`config.mk`:
```
export PLATFORM = sky130hd
export DESIGN_NAME = controller
export DESIGN_NICKNAME = d
export VERILOG_FILES = /design/src/rtl/controller.sv
export SDC_FILE = /design/constraint.sdc
export NUM_CORES = 1
export LEC_CHECK = 0
export ABC_AREA = 0
export BUFFER_PORTS_ARGS = -buffer_cell sky130_fd_sc_hd__buf_2
export CORE_MARGIN = 2
export CORE_UTILIZATION = 40
export CTS_CLUSTER_DIAMETER = 80
export CTS_CLUSTER_SIZE = 20
export DETAILED_ROUTE_END_ITERATION = 10
export GPL_ROUTABILITY_DRIVEN = 0
export PLACE_DENSITY = 0.66
export SYNTH_ARGS = -nofsm -noshare
export SYNTH_HDL_FRONTEND = slang
export SYNTH_SLANG_ARGS = --single-unit
```
`constraint.sdc`:
```
create_clock -name clk -period 3.6 [get_ports clk]
set_input_delay 0.36 -clock clk [delete_from_list [all_inputs] [get_ports clk]]
set_output_delay 0.36 -clock clk [all_outputs]
set_load 0.01 [all_outputs]
```
`src/rtl/controller.sv`:
```
// ---------------------------------------------------------------------------
// controller -- single-cycle RV32I control unit with program counter.
//
// Holds the byte program counter and decodes the fetched instruction into
// register-file, ALU and data-memory control signals in the same cycle.
// The next PC (sequential, jump, taken branch or JALR target) is loaded on
// every rising clock edge while reset is high.
//
// Optional feature macro: CONTROLLER_UNSIGNED_BRANCH_EN
//   defined   -> BLTU/BGEU decode as branches (FS=SUBU, taken on N / !N)
//   undefined -> BLTU/BGEU decode as NOP (no writes, PC+4)
//
// Parameter:
//   size          datapath width; register count also equals size
// Ports:
//   clk           rising-edge clock
//   reset         asynchronous active-low reset (PC forced to 0)
//   instruction   RV32I word fetched from PC_Addr
//   IMM_rs        rs1 value, base address for JALR
//   Z, N          datapath zero / less-than flags for branch compares
//   PC_Addr       instruction word address (byte PC >> 2)
//   PC_Save       byte PC + 4 (link value)
//   IMM_out       decoded immediate or computed operand, 0 when unused
//   Mem_type_sel  load/store type (funct3)
//   A_select      rs1 index
//   B_select      rs2 index
//   D_addr        rd index
//   we            register-file write enable
//   MR            data-memory write enable (stores)
//   MD            selects memory data onto the D bus (loads)
//   MB            selects IMM_out as ALU operand B
//   FS            ALU function select
// ---------------------------------------------------------------------------
module controller #(
    parameter int size = 32
) (
    input  logic                    clk,
    input  logic                    reset,
    input  logic [31:0]             instruction,
    input  logic [size-1:0]         IMM_rs,
    input  logic                    Z,
    input  logic                    N,
    output logic [size-1:0]         PC_Addr,
    output logic [size-1:0]         PC_Save,
    output logic [size-1:0]         IMM_out,
    output logic [2:0]              Mem_type_sel,
    output logic [$clog2(size)-1:0] A_select,
    output logic [$clog2(size)-1:0] B_select,
    output logic [$clog2(size)-1:0] D_addr,
    output logic                    we,
    output logic                    MR,
    output logic                    MD,
    output logic                    MB,
    output logic [3:0]              FS
);

    localparam int AW = $clog2(size);

    // RV32I major opcodes
    localparam logic [6:0] OPC_OP     = 7'b0110011;
    localparam logic [6:0] OPC_OP_IMM = 7'b0010011;
    localparam logic [6:0] OPC_LOAD   = 7'b0000011;
    localparam logic [6:0] OPC_STORE  = 7'b0100011;
    localparam logic [6:0] OPC_LUI    = 7'b0110111;
    localparam logic [6:0] OPC_AUIPC  = 7'b0010111;
    localparam logic [6:0] OPC_JAL    = 7'b1101111;
    localparam logic [6:0] OPC_JALR   = 7'b1100111;
    localparam logic [6:0] OPC_BRANCH = 7'b1100011;

    // ALU function select encoding
    localparam logic [3:0] FS_ADD    = 4'b0000;
    localparam logic [3:0] FS_SUB    = 4'b0001;
    localparam logic [3:0] FS_SLL    = 4'b0010;
    localparam logic [3:0] FS_SLT    = 4'b0011;
    localparam logic [3:0] FS_SLTU   = 4'b0100;
    localparam logic [3:0] FS_XOR    = 4'b0101;
    localparam logic [3:0] FS_SRL    = 4'b0110;
    localparam logic [3:0] FS_SRA    = 4'b0111;
    localparam logic [3:0] FS_OR     = 4'b1000;
    localparam logic [3:0] FS_AND    = 4'b1001;
    localparam logic [3:0] FS_PASS_B = 4'b1010;
    localparam logic [3:0] FS_SUBU   = 4'b1011;

    // Byte program counter
    logic [size-1:0] pc_q;
    logic [size-1:0] pc_d;

    // Instruction fields
    logic [6:0] opcode;
    logic [2:0] funct3;
    logic       funct7_b5;

    // Sign-extended immediates
    logic [size-1:0] i_imm;
    logic [size-1:0] s_imm;
    logic [size-1:0] b_imm;
    logic [size-1:0] u_imm;
    logic [size-1:0] j_imm;

    logic [size-1:0] pc_plus4;
    logic [size-1:0] jalr_sum;

    // Decoded write enables before the reset override
    logic dec_we;
    logic dec_mr;

    assign opcode    = instruction[6:0];
    assign funct3    = instruction[14:12];
    assign funct7_b5 = instruction[30];

    assign i_imm = size'($signed(instruction[31:20]));
    assign s_imm = size'($signed({instruction[31:25], instruction[11:7]}));
    assign b_imm = size'($signed({instruction[31], instruction[7],
                                  instruction[30:25], instruction[11:8], 1'b0}));
    assign u_imm = size'($signed({instruction[31:12], 12'b0}));
    assign j_imm = size'($signed({instruction[31], instruction[19:12],
                                  instruction[20], instruction[30:21], 1'b0}));

    assign pc_plus4 = pc_q + size'(4);
    assign jalr_sum = IMM_rs + i_imm;

    assign PC_Addr      = pc_q >> 2;
    assign PC_Save      = pc_plus4;
    assign Mem_type_sel = funct3;
    assign A_select     = AW'(instruction[19:15]);
    assign B_select     = AW'(instruction[24:20]);
    assign D_addr       = AW'(instruction[11:7]);

    // Reset is asynchronous, so the write strobes must drop with it rather
    // than wait for a clock edge.
    assign we = dec_we & reset;
    assign MR = dec_mr & reset;

    // ALU function from funct3. funct7[5] selects SUB only for register-
    // register ops (ADDI has no subtract form); for shifts-right it selects
    // the arithmetic variant in both OP and OP-IMM.
    function automatic logic [3:0] alu_fs(input logic [2:0] f3,
                                          input logic       f7b5,
                                          input logic       is_reg);
        logic [3:0] fs;
        case (f3)
            3'b000:  fs = (is_reg && f7b5) ? FS_SUB : FS_ADD;
            3'b001:  fs = FS_SLL;
            3'b010:  fs = FS_SLT;
            3'b011:  fs = FS_SLTU;
            3'b100:  fs = FS_XOR;
            3'b101:  fs = f7b5 ? FS_SRA : FS_SRL;
            3'b110:  fs = FS_OR;
            default: fs = FS_AND;
        endcase
        return fs;
    endfunction

    always_comb begin
        dec_we  = 1'b0;
        dec_mr  = 1'b0;
        MD      = 1'b0;
        MB      = 1'b0;
        FS      = FS_ADD;
        IMM_out = '0;
        pc_d    = pc_plus4;

        case (opcode)
            OPC_OP: begin
                dec_we = 1'b1;
                FS     = alu_fs(funct3, funct7_b5, 1'b1);
            end
            OPC_OP_IMM: begin
                dec_we  = 1'b1;
                MB      = 1'b1;
                FS      = alu_fs(funct3, funct7_b5, 1'b0);
                IMM_out = i_imm;
            end
            OPC_LOAD: begin
                dec_we  = 1'b1;
                MD      = 1'b1;
                MB      = 1'b1;
                IMM_out = i_imm;
            end
            OPC_STORE: begin
                dec_mr  = 1'b1;
                MB      = 1'b1;
                IMM_out = s_imm;
            end
            OPC_LUI: begin
                dec_we  = 1'b1;
                MB      = 1'b1;
                FS      = FS_PASS_B;
                IMM_out = u_imm;
            end
            OPC_AUIPC: begin
                dec_we  = 1'b1;
                MB      = 1'b1;
                FS      = FS_PASS_B;
                IMM_out = pc_q + u_imm;
            end
            OPC_JAL: begin
                dec_we  = 1'b1;
                MB      = 1'b1;
                FS      = FS_PASS_B;
                IMM_out = pc_plus4;
                pc_d    = pc_q + j_imm;
            end
            OPC_JALR: begin
                dec_we  = 1'b1;
                MB      = 1'b1;
                FS      = FS_PASS_B;
                IMM_out = pc_plus4;
                pc_d    = {jalr_sum[size-1:1], 1'b0};
            end
            OPC_BRANCH: begin
                // Reserved funct3 values (010/011) and, without the unsigned
                // option, BLTU/BGEU fall through as NOP with FS left at ADD.
                case (funct3)
                    3'b000: begin
                        FS = FS_SUB;
                        if (Z) pc_d = pc_q + b_imm;
                    end
                    3'b001: begin
                        FS = FS_SUB;
                        if (!Z) pc_d = pc_q + b_imm;
                    end
                    3'b100: begin
                        FS = FS_SUB;
                        if (N) pc_d = pc_q + b_imm;
                    end
                    3'b101: begin
                        FS = FS_SUB;
                        if (!N) pc_d = pc_q + b_imm;
                    end
`ifdef CONTROLLER_UNSIGNED_BRANCH_EN
                    3'b110: begin
                        FS = FS_SUBU;
                        if (N) pc_d = pc_q + b_imm;
                    end
                    3'b111: begin
                        FS = FS_SUBU;
                        if (!N) pc_d = pc_q + b_imm;
                    end
`endif
                    default: begin
                        FS = FS_ADD;
                    end
                endcase
            end
            default: begin
                // Unknown opcode: NOP, all defaults hold.
            end
        endcase
    end

    always_ff @(posedge clk or negedge reset) begin
        if (!reset) begin
            pc_q <= '0;
        end else begin
            pc_q <= pc_d;
        end
    end

endmodule

```
Yosys cells after proc, flatten, opt, wreduce, memory -nomap -nowiden
Cells that the tools add are included.

Register bits: 32. Output and inout port bits: 122. Memory bits (writable): 0. Latch bits: 0. Logic and storage cells: 47. ROM bits: 0. Input port bits: 68. Memories: 0.

Multiply operators: 0. $lt $le $gt $ge: 0. Bitwise logic cells: 2. Multiplexer cells: 17. Shifts and indexed selects: 0. Add/sub/neg operators: 5. Reductions and logical operators: 7. Divide/modulo/power cells: 0. Equality and inequality tests: 15.

Operator list (count): 32-bit one-hot mux with 5 select lines (1); 32-bit adder (4); 32-bit two-way mux (4); 32-bit one-hot mux with 4 select lines (1); 32-bit one-hot mux with 3 select lines (1); 4-bit one-hot mux with 7 select lines (2); 32-bit by 3-bit adder with 32-bit output (second input constant) (1); 7-bit by 6-bit equality test with 1-bit output (second input constant) (3); 7-bit equality test (second input constant) (3); 4-bit one-hot mux with 4 select lines (1); 7-bit by 5-bit equality test with 1-bit output (second input constant) (2); 7-bit OR reduction (2); 3-bit equality test (second input constant) (3); 4-bit OR reduction (2); 7-bit by 2-bit equality test with 1-bit output (second input constant) (1); 1-bit two-way mux (7); 3-bit by 2-bit equality test with 1-bit output (second input constant) (2); 2-bit OR reduction (2); 3-bit by 1-bit equality test with 1-bit output (second input constant) (1); 3-bit zero test (1); 1-bit bitwise AND (2).

Depth between registers and ports, before layout
Gate-level depths: netlist of run 1.

Depth after elaboration: 4. Mapped depth: 11. Depth with buffers taken out: 11.

Worst setup path after synthesis of run 1
Ideal clock, no wire load.

Path kind: flip-flop to flip-flop. Start point: register pc_q[1]. End point: register pc_q[31]. Library setup time: 0.126 ns. Setup slack: 0.668 ns. Buffers on the path: 0. Clock period less this slack: 2.932 ns. Cell stages (with the launch flop): 12. Arrival time: 2.806 ns. Required time: 3.474 ns. Cell sequence: dfrtp_1 ha_1 fa_1 a21o_1 a31o_1 a2111oi_4 o21ai_2 a211oi_1 o21ai_1 xor2_1 o22ai_1 a221o_1.

Cells in the longest elaborated chain, start to end: 4.

Ends and longest elaborated chain: start, declared (RTL line 85) `logic [size-1:0] pc_q;`; start signal, assigned (RTL line 256) `pc_q <= pc_d;`; 32-bit adder or 32-bit by 3-bit adder with 32-bit output (tied branches); 32-bit two-way mux, on equally long branches; 32-bit one-hot mux with 4 select lines (RTL line 214) `case (funct3)`; 32-bit one-hot mux with 3 select lines * (RTL line 163) `case (opcode)`; net pc_d[31] (RTL line 86) `logic [size-1:0] pc_d;`.

The timed path passes the listed nets; every way through them passes the cells marked *.

Final worst setup path of run 1
Start point: register pc_q[13]. End point: output port IMM_out[29].

Cells in the longest elaborated chain, start to end: 2.

Ends and longest elaborated chain: 32-bit by 3-bit adder with 32-bit output or 32-bit adder (tied branches) (RTL line 119, 195); 32-bit one-hot mux with 5 select lines * (RTL line 163); end, declared (RTL line 45) `output logic [size-1:0] IMM_out,`.

Mark *: on every way between the ends. The rest lies on a longest branch, timed or not.

==> results of run 1 <==
[cell usage after synthesis, drive strengths merged (4+ instances only)]
library cell / n
buf: 41
xnor2: 57
a22oi: 20
o21bai: 12
nor2b: 10
nor3: 24
o221ai: 13
a221o: 9
and4: 5
a31oi: 13
o2111ai: 8
a32oi: 5
a221oi: 14
dfrtp: 31
or3: 6
and2: 12
ha: 85
inv: 36
clkbuf: 30
nand3: 30
o31ai: 7
a21oi: 103
a21o: 31
o21a: 17
a31o: 4
o211ai: 11
a222oi: 5
nand2b: 7
nor2: 70
mux2i: 9
o21ai: 99
nand4: 24
and3: 15
nand2: 96
o22ai: 14
fa: 4
xor2: 42
o311ai: 4
a211oi: 16
[worst max path at each step]
| stage | startpoint | to | slack [ps] | depth (start not counted) |
|---|---|---|---|---|
| floorplan | pc_q[1] | pc_q[31] | 670 | 11 |
| global placement | instruction[12] | IMM_out[30] | 80 | 14 |
| detailed placement | instruction[12] | IMM_out[30] | 70 | 14 |
| CTS | pc_q[12] | IMM_out[30] | 5 | 13 |
| global route | pc_q[19] | IMM_out[30] | -7 | 12 |
| finish | pc_q[13] | IMM_out[29] | 40 | 11 |
[layout make-up]
type	instances	area, sq um
Fill cell	2027	9930
Multi-Input combinational cell	944	6670
Timing Repair Buffer	248	1400
Sequential cell	31	776
Tap cell	265	332
Clock buffer	8	156
Inverter	36	135
[per-stage QoR]
step / TNS, ps / worst slack (ps) / hold WS (ps) / total power, mW
2_1_floorplan: 0 / 668 / 64.4 / 3.70
3_5_place_dp: 0 / 71.1 / 256 / 5.03
5_1_grt: -11.9 / -7.07 / 484 / 6.18
4_1_cts: 0 / 4.88 / 476 / 5.59
3_3_place_gp: 0 / 82.4 / 251 / 5.00
6_report: 0 / 41.4 / 459 / 5.78
[routing by layer]
layer	vias to the layer above	share of wire, %
met4	0	5.7
met3	123	11
li1	4459	-
met2	603	42
met1	4463	41
met5	-	0
[power by group through the flow]
stage               Sequential, mW  Combinational (mW)  Clock [mW]
finish                       0.734                4.54       0.501
global route                 0.759                4.91       0.513
CTS                          0.724                4.37       0.499
detailed placement           0.731                4.30           0
global placement             0.731                4.27           0
floorplan                    0.753                2.95           0
[cells by family after synthesis]
family | share of synthesized area (%)
and+or+nand+nor | 19.4
buffers and inverters | 6.98
xor gates and xnor gates | 11.0
other | 0.0474
DFF | 9.81
AOI/OAI and AO/OA | 37.2
muxes | 1.14
adders and majority gates | 14.5
[worst max-delay path, stage by stage, from the launching register on]
cell	delay, ps
dfrtp_1	450
ha_1	390
a21oi_1	230
o21a_2	220
o2111ai_1	160
a221o_1	470
a31oi_4	260
o21ai_2	130
a21oi_1	160
a41oi_1	60
o221ai_1	190
buf_2	170
[timing repair]
item | CTS | global route
gates resized for setup | 6 | 11
pin swaps | 2 | 2
gates cloned | 0 | 0
setup buffers | 1 | 0
hold buffers | 1 | 0
endpoints found under the hold margin | 5 | 0
endpoints found under the setup margin | 3 | 4
==> results.py, run 1 <==
metrics = {
    "placement": {
        "placed_cell_area_sq_um": 9220,
        "io_buffers": 186,
        "place_hpwl_mm": 26.1,
        "place_inst": 1522,
    },
    "timing": {
        "setup_violations": 0,
        "worst_slew_margin_rel_pct": 46.3,
        "final_hold_viol_count": 0,
        "tightest_slew_ps": 803,
        "slew_viol_final": 0,
        "fin_skew_ps": 11.0,
        "fin_crit_ps": 3560,
        "min_period_over_period_pct": 98.9,
        "fmax_mhz": 281,
    },
    "grt": {
        "track_usage_pct": 31.2,
        "grt_pass1_vias": 8620,
        "use_met3_pct": 6.16,
        "antenna_found_initial": 0,
        "use_met2_pct": 47.6,
        "grt.overflow.total": 0,
        "top_usage_layer": "met2",
        "grt_start_max_net_pins": 31,
        "grt_pass1_wl_mm": 49.6,
        "grtUsageMet1_pct": 42.2,
    },
    "critical_path": {
        "worst-endpoint-required_ps": 3240,
        "worstReg2RegEnd": "pc_q[21]",
        "start_kind": "flop",
        "critical_path_arrival_ps": 3200,
        "critPathMaxFanout": 6,
        "rr_worst_depth": 11,
        "r2r_slack_ps": 300,
        "crit_type": "flop to primary output",
        "setup.worst_path.end_class": "primary output",
        "rr_startpoint": "pc_q[1]",
    },
    "cts": {
        "cts_buffers": 5,
        "cts.htree.levels": 2,
        "clock-sinks": 31,
        "cts_buffer_depth": 2,
        "root_buffer": "clkbuf_16",
        "path_clk_slew_ps": 70,
        "clkLatencyLatePin_ps": 310,
        "cts_tree": "built",
    },
    "pwr": {
        "power_density_nw_per_um2": 610,
        "p_seq_share_pct": 12.7,
        "power.switching_mw": 3.15,
        "swShare_pct": 54.5,
        "p_leak_nw": 4.39,
        "peakVddDrop_uv": 244,
        "power_frac_clock_pct": 8.7,
        "combinationalPowerShare_pct": 78.6,
        "p_int_mw": 2.63,
    },
    "floorplan": {
        "dieArea_sq_um": 20900,
        "start_util_pct": 40.8,
        "die_w_um": 145,
        "fp.dieH_um": 145,
        "num_rows": 51,
        "coreArea_sq_um": 19400,
        "io_pins": 190,
    },
    "finish": {
        "top_register": "pc_q",
        "drive_gt1_share_pct": 23.7,
        "final_area_sq_um": 9460,
        "layout_common_cells": "buf_2, nand2_1, a21oi_1",
        "largestRegisters": "pc_q x31",
        "syn_to_final_growth_pct": 19.7,
        "diodes": 0,
        "largest_reg_flops": 31,
        "final_util_pct": 48.8,
        "nNetsFinal": 1423,
        "fin_cells": 1532,
        "mostFrequentLayoutCell": "buf_2",
    },
    "logic_synthesis": {
        "async_flop_share_pct": 100,
        "ys_seq_area_share_pct": 9.81,
        "yosysTopAreaCellShare_pct": 13.5,
        "synth_flop_cell": "dfrtp_1",
        "synth.area.top_cells": "ha_1, dfrtp_1, xnor2_1, a21oi_1, o21ai_0",
        "synth_edf_count": 0,
        "yosys.area.top_type": "ha_1",
        "syn_area_sq_um": 7910,
        "syn_inst": 1080,
        "yosysWarnings": 0,
        "synth.distinct_cells": 86,
        "ys_ff_latch": 31,
        "syn_avg_cell_area_sq_um": 7.32,
    },
    "drt": {
        "drtAntennaViolNets": 0,
        "drt-vias-per-instance": 6.30,
        "routed_wl_mm": 33.5,
        "first_pass_iters": 5,
        "wire_per_inst_um": 21.9,
        "drtIter0Drc": 1133,
        "vias": 9648,
        "drcViolationCount": 0,
    },
    "run": {
        "cap_violations": 0,
    },
    "status": {
        "status": "finished clean",
    },
    "min_path": {
        "holdCritPathClass": "primary input to async pin",
    },
}
Note: power is estimated with default switching activity, not from simulation.
==> inputs of run 2 (changes only) <==
--- a/config.mk
+++ b/config.mk
@@ -13,6 +13,7 @@
 export CTS_CLUSTER_SIZE = 20
 export DETAILED_ROUTE_END_ITERATION = 10
 export GPL_ROUTABILITY_DRIVEN = 0
+export MAX_ROUTING_LAYER = met4
 export PLACE_DENSITY = 0.66
 export SYNTH_ARGS = -nofsm -noshare
 export SYNTH_HDL_FRONTEND = slang
==> run 2 against run 1 <==
  * Clock power shrank 0.8%
  * Critical path depth is the same
  * Combinational power is essentially flat
  * Global-route usage grew 0.91 points
  * Worst setup slack gained 33 ps
  * Sequential power is essentially flat
  * Hold slack gained 11 ps
  * Via count shrank 0.70%
  * Sequential share of layout area is the same
  * Non-clock buffer count is the same
  * Clock skew shrank 1.1 ps
  * Highest routed layer unchanged
  * Largest power group unchanged
==> results.py, run 2 (synthesis gave the netlist of run 1 again) <==
metrics = {
    "run": {
        "cap_violations": 0,
    },
    "floorplan": {
        "num_rows": 51,
        "die_w_um": 145,
        "io_pins": 190,
        "fp.dieH_um": 145,
        "coreArea_sq_um": 19400,
        "dieArea_sq_um": 20900,
        "start_util_pct": 40.8,
    },
    "critical_path": {
        "slowest_delay_ps": 460,
        "critPathMostFrequentCell": "a21oi_1",
        "crit_type": "flop to primary output",
        "rr_worst_depth": 11,
        "critical_path_arrival_ps": 3170,
        "r2r_slack_ps": 310,
        "crit_chain": "ha_1, a21oi_1, o21a_2, o2111ai_1, a221o_1, a31oi_4, o21ai_2, a21oi_1, a41oi_1, o221ai_1, buf_2",
        "worstReg2RegEnd": "pc_q[21]",
        "rr_startpoint": "pc_q[1]",
        "worst-endpoint-required_ps": 3240,
        "critPathLaunch": "pc_q[13]",
        "slowest_stage": "a221o_1",
        "crit_path_end": "IMM_out[29]",
        "setup.worst_path.end_class": "primary output",
        "start_kind": "flop",
        "critPathMaxFanout": 6,
    },
    "drt": {
        "wire_per_inst_um": 21.8,
        "vias": 9580,
        "drcViolationCount": 0,
        "first_pass_iters": 6,
        "routed_wl_mm": 33.4,
        "drtIter0Drc": 1094,
        "drt-vias-per-instance": 6.25,
        "drtAntennaViolNets": 0,
    },
    "timing": {
        "final_hold_viol_count": 0,
        "worst_slew_margin_rel_pct": 47.3,
        "setup_violations": 0,
        "fmax_mhz": 284,
        "min_period_over_period_pct": 97.9,
        "tightest_slew_ps": 789,
        "slew_viol_final": 0,
        "final.setup.tns_ps": 0,
        "fin_skew_ps": 9.87,
        "fin_crit_ps": 3530,
    },
    "placement": {
        "io_buffers": 186,
        "place_hpwl_mm": 26.1,
    },
    "pwr": {
        "power_mw": 5.76,
        "p_leak_nw": 4.39,
        "power_density_nw_per_um2": 609,
        "peakVddDrop_uv": 243,
    },
    "cts": {
        "cts_tree": "built",
        "clkLatencyLatePin_ps": 300,
        "root_buffer": "clkbuf_16",
        "cts.htree.levels": 2,
        "path_clk_slew_ps": 70,
        "cts_buffer_depth": 2,
        "cts_buffers": 5,
        "clock-sinks": 31,
    },
    "grt": {
        "track_usage_pct": 32.1,
        "antenna_found_initial": 0,
        "grt_start_max_net_pins": 31,
        "grt_pass1_wl_mm": 49.5,
        "grt.overflow.total": 0,
        "grt_pass1_vias": 8615,
    },
    "finish": {
        "layout_common_cells": "buf_2, nand2_1, a21oi_1",
        "nNetsFinal": 1423,
        "fillCellCount": 2027,
        "diodes": 0,
        "largest_reg_flops": 31,
        "largestRegisters": "pc_q x31",
        "syn_to_final_growth_pct": 19.7,
        "top_register": "pc_q",
        "drive_gt1_share_pct": 23.7,
        "final_util_pct": 48.8,
        "mostFrequentLayoutCell": "buf_2",
    },
    "status": {
        "status": "finished clean",
    },
    "min_path": {
        "holdCritPathClass": "primary input to async pin",
    },
}
-- run 2: how the worst min path moves through the flow --
stage | endpoint | slack (ps) | cells after the start
after global placement | pc_q[1] | 250 | 1
after CTS | pc_q[1] | 480 | 2
after detailed placement | pc_q[1] | 260 | 1
final | pc_q[1] | 470 | 2
after global routing | pc_q[1] | 490 | 2
after floorplan | pc_q[10] | 60 | 0
-- run 2: worst max-delay path, delay by kind of cell (launching register included) --
kind | cells | cell delay, ps
compound gates | 9 | 1860
fa+ha+maj | 1 | 390
buf+inv | 1 | 170
flops | 1 | 450
-- run 2: cell type report --
| cell class | instances | area (sq um) | share of cell area (%) |
|---|---|---|---|
| Multi-Input combinational cell | 944 | 6670 | 70.4 |
| Timing Repair Buffer | 248 | 1400 | 14.8 |
| Sequential cell | 31 | 776 | 8.20 |
| Tap cell | 265 | 332 | 3.50 |
| Clock buffer | 8 | 156 | 1.65 |
| Inverter | 36 | 135 | 1.43 |
-- run 2: report_power, final --
group	leakage [nW]	internal [mW]	total [mW]	switching, mW
clock	0.0772	0.296	0.497	0.201
combinational	3.94	1.85	4.53	2.69
sequential	0.372	0.485	0.732	0.247
total	4.39	2.63	5.76	3.14
-- run 2: stage by stage --
stage	instance area [sq um]	cells	setup WS [ps]	hold WS (ps)
final	9460	1532	74.6	470
after global routing	9460	1532	-9.73	485
after CTS	9420	1532	4.88	476
after detailed placement	9220	1522	71.1	256
after global placement	9220	1522	82.4	251
after floorplan	7910	1082	668	64.4
-- run 2: timing repair --
| action | CTS | global route |
|---|---|---|
| buffers inserted | 1 | 0 |
| gates cloned | 0 | 0 |
| hold buffers | 1 | 0 |
| endpoints found under the setup margin | 3 | 4 |
| pin swaps | 2 | 2 |
| resized for setup | 6 | 11 |
| hold endpoints to repair | 5 | 0 |
-- run 2: metal layers --
layer,wire [um],part of all wire [%],vias up,track usage (%)
met4,2030,6.1,0,15.9
met3,3650,11,133,5.86
met5,0,0,-,-
li1,-,-,4464,-
met1,13700,41,4398,42.3
met2,14000,42,585,47.2
==> inputs of run 3 (changes only) <==
--- a/config.mk
+++ b/config.mk
@@ -7,7 +7,7 @@
 export LEC_CHECK = 0
 export ABC_AREA = 0
 export BUFFER_PORTS_ARGS = -buffer_cell sky130_fd_sc_hd__buf_2
-export CORE_MARGIN = 2
+export CORE_MARGIN = 4
 export CORE_UTILIZATION = 40
 export CTS_CLUSTER_DIAMETER = 80
 export CTS_CLUSTER_SIZE = 20
@@ -15,6 +15,7 @@
 export GPL_ROUTABILITY_DRIVEN = 0
 export MAX_ROUTING_LAYER = met4
 export PLACE_DENSITY = 0.66
+export RECOVER_POWER = 50
 export SYNTH_ARGS = -nofsm -noshare
 export SYNTH_HDL_FRONTEND = slang
 export SYNTH_SLANG_ARGS = --single-unit
==> run 3 against run 2 <==
  * Count of clock-buffer cells in the layout shrank 1
  * Clock power shrank 6.2%
  * Fmax grew 1.5%
  * Global-route usage shrank 2.8 points
  * Critical path depth grew 1
  * Clock skew grew 2.4 ps
  * Critical endpoint is now IMM_out[30]
  * Highest routed layer unchanged
==> results.py, run 3 (synthesis gave the netlist of run 1 again) <==
metrics = {
    "status": {
        "status": "finished clean",
    },
    "critical_path": {
        "worst-endpoint-required_ps": 3240,
        "critPathMaxFanout": 4,
        "crit_chain": "ha_2, fa_2, a21o_1, a31o_2, a21boi_2, o21a_1, o311ai_2, o21ai_2, a21oi_1, mux2i_1, o21ai_2, buf_2",
        "rr_startpoint": "pc_q[1]",
        "r2r_slack_ps": 350,
        "crit_type": "flop to primary output",
        "setup.worst_path.end_class": "primary output",
        "rr_worst_depth": 9,
        "critPathMostFrequentCell": "o21ai_2",
        "critical_path_arrival_ps": 3110,
        "slowest_delay_ps": 390,
        "slowest_stage": "dfrtp_1",
        "worstReg2RegEnd": "pc_q[19]",
        "start_kind": "flop",
    },
    "timing": {
        "final.setup.tns_ps": 0,
        "rsz0062_at_grt": "no",
        "fmax_mhz": 288,
        "fin_crit_ps": 3470,
        "final_hold_viol_count": 0,
        "slew_viol_final": 0,
        "setup_violations": 0,
        "tightest_slew_ps": 1270,
        "min_period_over_period_pct": 96.5,
        "fin_skew_ps": 12.3,
        "hold-worst-slack_ps": 311,
        "worst_slew_margin_rel_pct": 15.5,
    },
    "drt": {
        "drt-vias-per-instance": 6.23,
        "first_pass_iters": 5,
        "routed_wl_mm": 33.0,
        "drtAntennaViolNets": 0,
        "drtIter0Drc": 1003,
        "drcViolationCount": 0,
        "vias": 9542,
        "wire_per_inst_um": 21.5,
    },
    "placement": {
        "io_buffers": 186,
        "placed_cell_area_sq_um": 9220,
        "place_inst": 1523,
        "place_hpwl_mm": 26.1,
    },
    "finish": {
        "mostFrequentLayoutCell": "buf_2",
        "multi_input_area_sq_um": 6660,
        "drive_gt1_share_pct": 19.2,
        "syn_to_final_growth_pct": 18.1,
        "final_util_pct": 48.0,
        "diodes": 0,
        "largest_reg_flops": 31,
        "fillCellCount": 2041,
        "largestRegisters": "pc_q x31",
        "fin_cells": 1532,
        "nNetsFinal": 1423,
        "layout_common_cells": "buf_2, nand2_1, a21oi_1",
        "seq_area_sq_um": 777,
        "top_register": "pc_q",
        "final_area_sq_um": 9340,
    },
    "grt": {
        "grt_start_max_net_pins": 31,
        "grt_pass1_wl_mm": 49.7,
        "grt.overflow.total": 0,
        "grt_pass1_vias": 8857,
        "track_usage_pct": 29.4,
        "antenna_found_initial": 0,
    },
    "pwr": {
        "p_seq_share_pct": 13.1,
        "power.switching_mw": 3.14,
        "p_int_mw": 2.53,
        "power_density_nw_per_um2": 607,
        "p_leak_nw": 4.20,
        "swShare_pct": 55.4,
        "combinationalPowerShare_pct": 78.7,
        "peakVddDrop_uv": 218,
        "power_frac_clock_pct": 8.2,
    },
    "cts": {
        "hold_buffers": 0,
        "cts_tree": "built",
        "cts_buffer_depth": 2,
        "clkLatencyLatePin_ps": 310,
        "cts.htree.levels": 2,
        "root_buffer": "clkbuf_16",
        "path_clk_slew_ps": 70,
        "cts_buffers": 5,
        "clock-sinks": 31,
    },
    "floorplan": {
        "dieArea_sq_um": 22100,
        "coreArea_sq_um": 19500,
        "io_pins": 190,
        "start_util_pct": 40.6,
        "num_rows": 51,
        "fp.dieH_um": 149,
        "die_w_um": 149,
    },
    "run": {
        "cap_violations": 0,
    },
    "min_path": {
        "holdCritPathClass": "primary input to async pin",
    },
}
## run 3: cell count changes in the layout (fill, tap and decap cells not counted), sizes merged
cell,change
clkinv,+1
clkbuf,+55
buf,-55
dlygate4sd3,-1
## run 3: worst max-delay path by stage
stage | startpoint | to | slack, ps | cells past startpoint
after floorplan | pc_q[1] | pc_q[31] | 670 | 11
final | pc_q[12] | IMM_out[30] | 130 | 12
after global placement | instruction[12] | IMM_out[30] | 200 | 13
after detailed placement | instruction[12] | IMM_out[30] | 170 | 13
after global routing | pc_q[19] | IMM_out[29] | 20 | 11
after CTS | pc_q[18] | IMM_out[29] | 10 | 11
## run 3: final cells by class
class,count,area share (%)
multi-input cells,944,71.3
flip-flops and latches,31,8.32
repair buffers,248,13.9
inverters,36,1.45
clock inverters,1,0.0536
well taps,265,3.55
clock buffers,7,1.42
## run 3: worst max-delay path, delay by kind of cell (launching register included)
| kind | cells | cell delay [ps] |
|---|---|---|
| compound gates | 8 | 1510 |
| fa+ha+maj | 2 | 590 |
| buf+inv | 1 | 170 |
| flops | 1 | 390 |
| mux | 1 | 140 |
## run 3: power groups by stage
stage | combinational, mW | sequential [mW] | clock, mW
4_1_cts | 4.37 | 0.730 | 0.460
3_3_place_gp | 4.30 | 0.733 | 0
2_1_floorplan | 2.95 | 0.753 | 0
6_report | 4.46 | 0.743 | 0.466
5_1_grt | 4.84 | 0.763 | 0.477
3_5_place_dp | 4.33 | 0.737 | 0
## run 3: timing repair
action                                  CTS  global route
endpoints found under the setup margin    4             6
setup buffers                             0             1
resized for setup                         4            12
pin swaps                                 2             4
## run 3: metal layers
metal / part of all wire, % / global-route usage [%] / up-vias / routed length (um)
met5: 0 / - / - / 0
met4: 5.5 / 15.2 / 0 / 1800
met3: 9.3 / 4.88 / 121 / 3060
met2: 42 / 42.7 / 548 / 13800
met1: 43 / 39.2 / 4405 / 14300
li1: - / - / 4468 / -
## run 3: metrics by stage
| step | total power [mW] | setup WS, ps |
|---|---|---|
| floorplan | 3.70 | 668 |
| global placement | 5.04 | 199 |
| detailed placement | 5.06 | 168 |
| CTS | 5.56 | 14.1 |
| global route | 6.08 | 15.8 |
| finish | 5.67 | 127 |
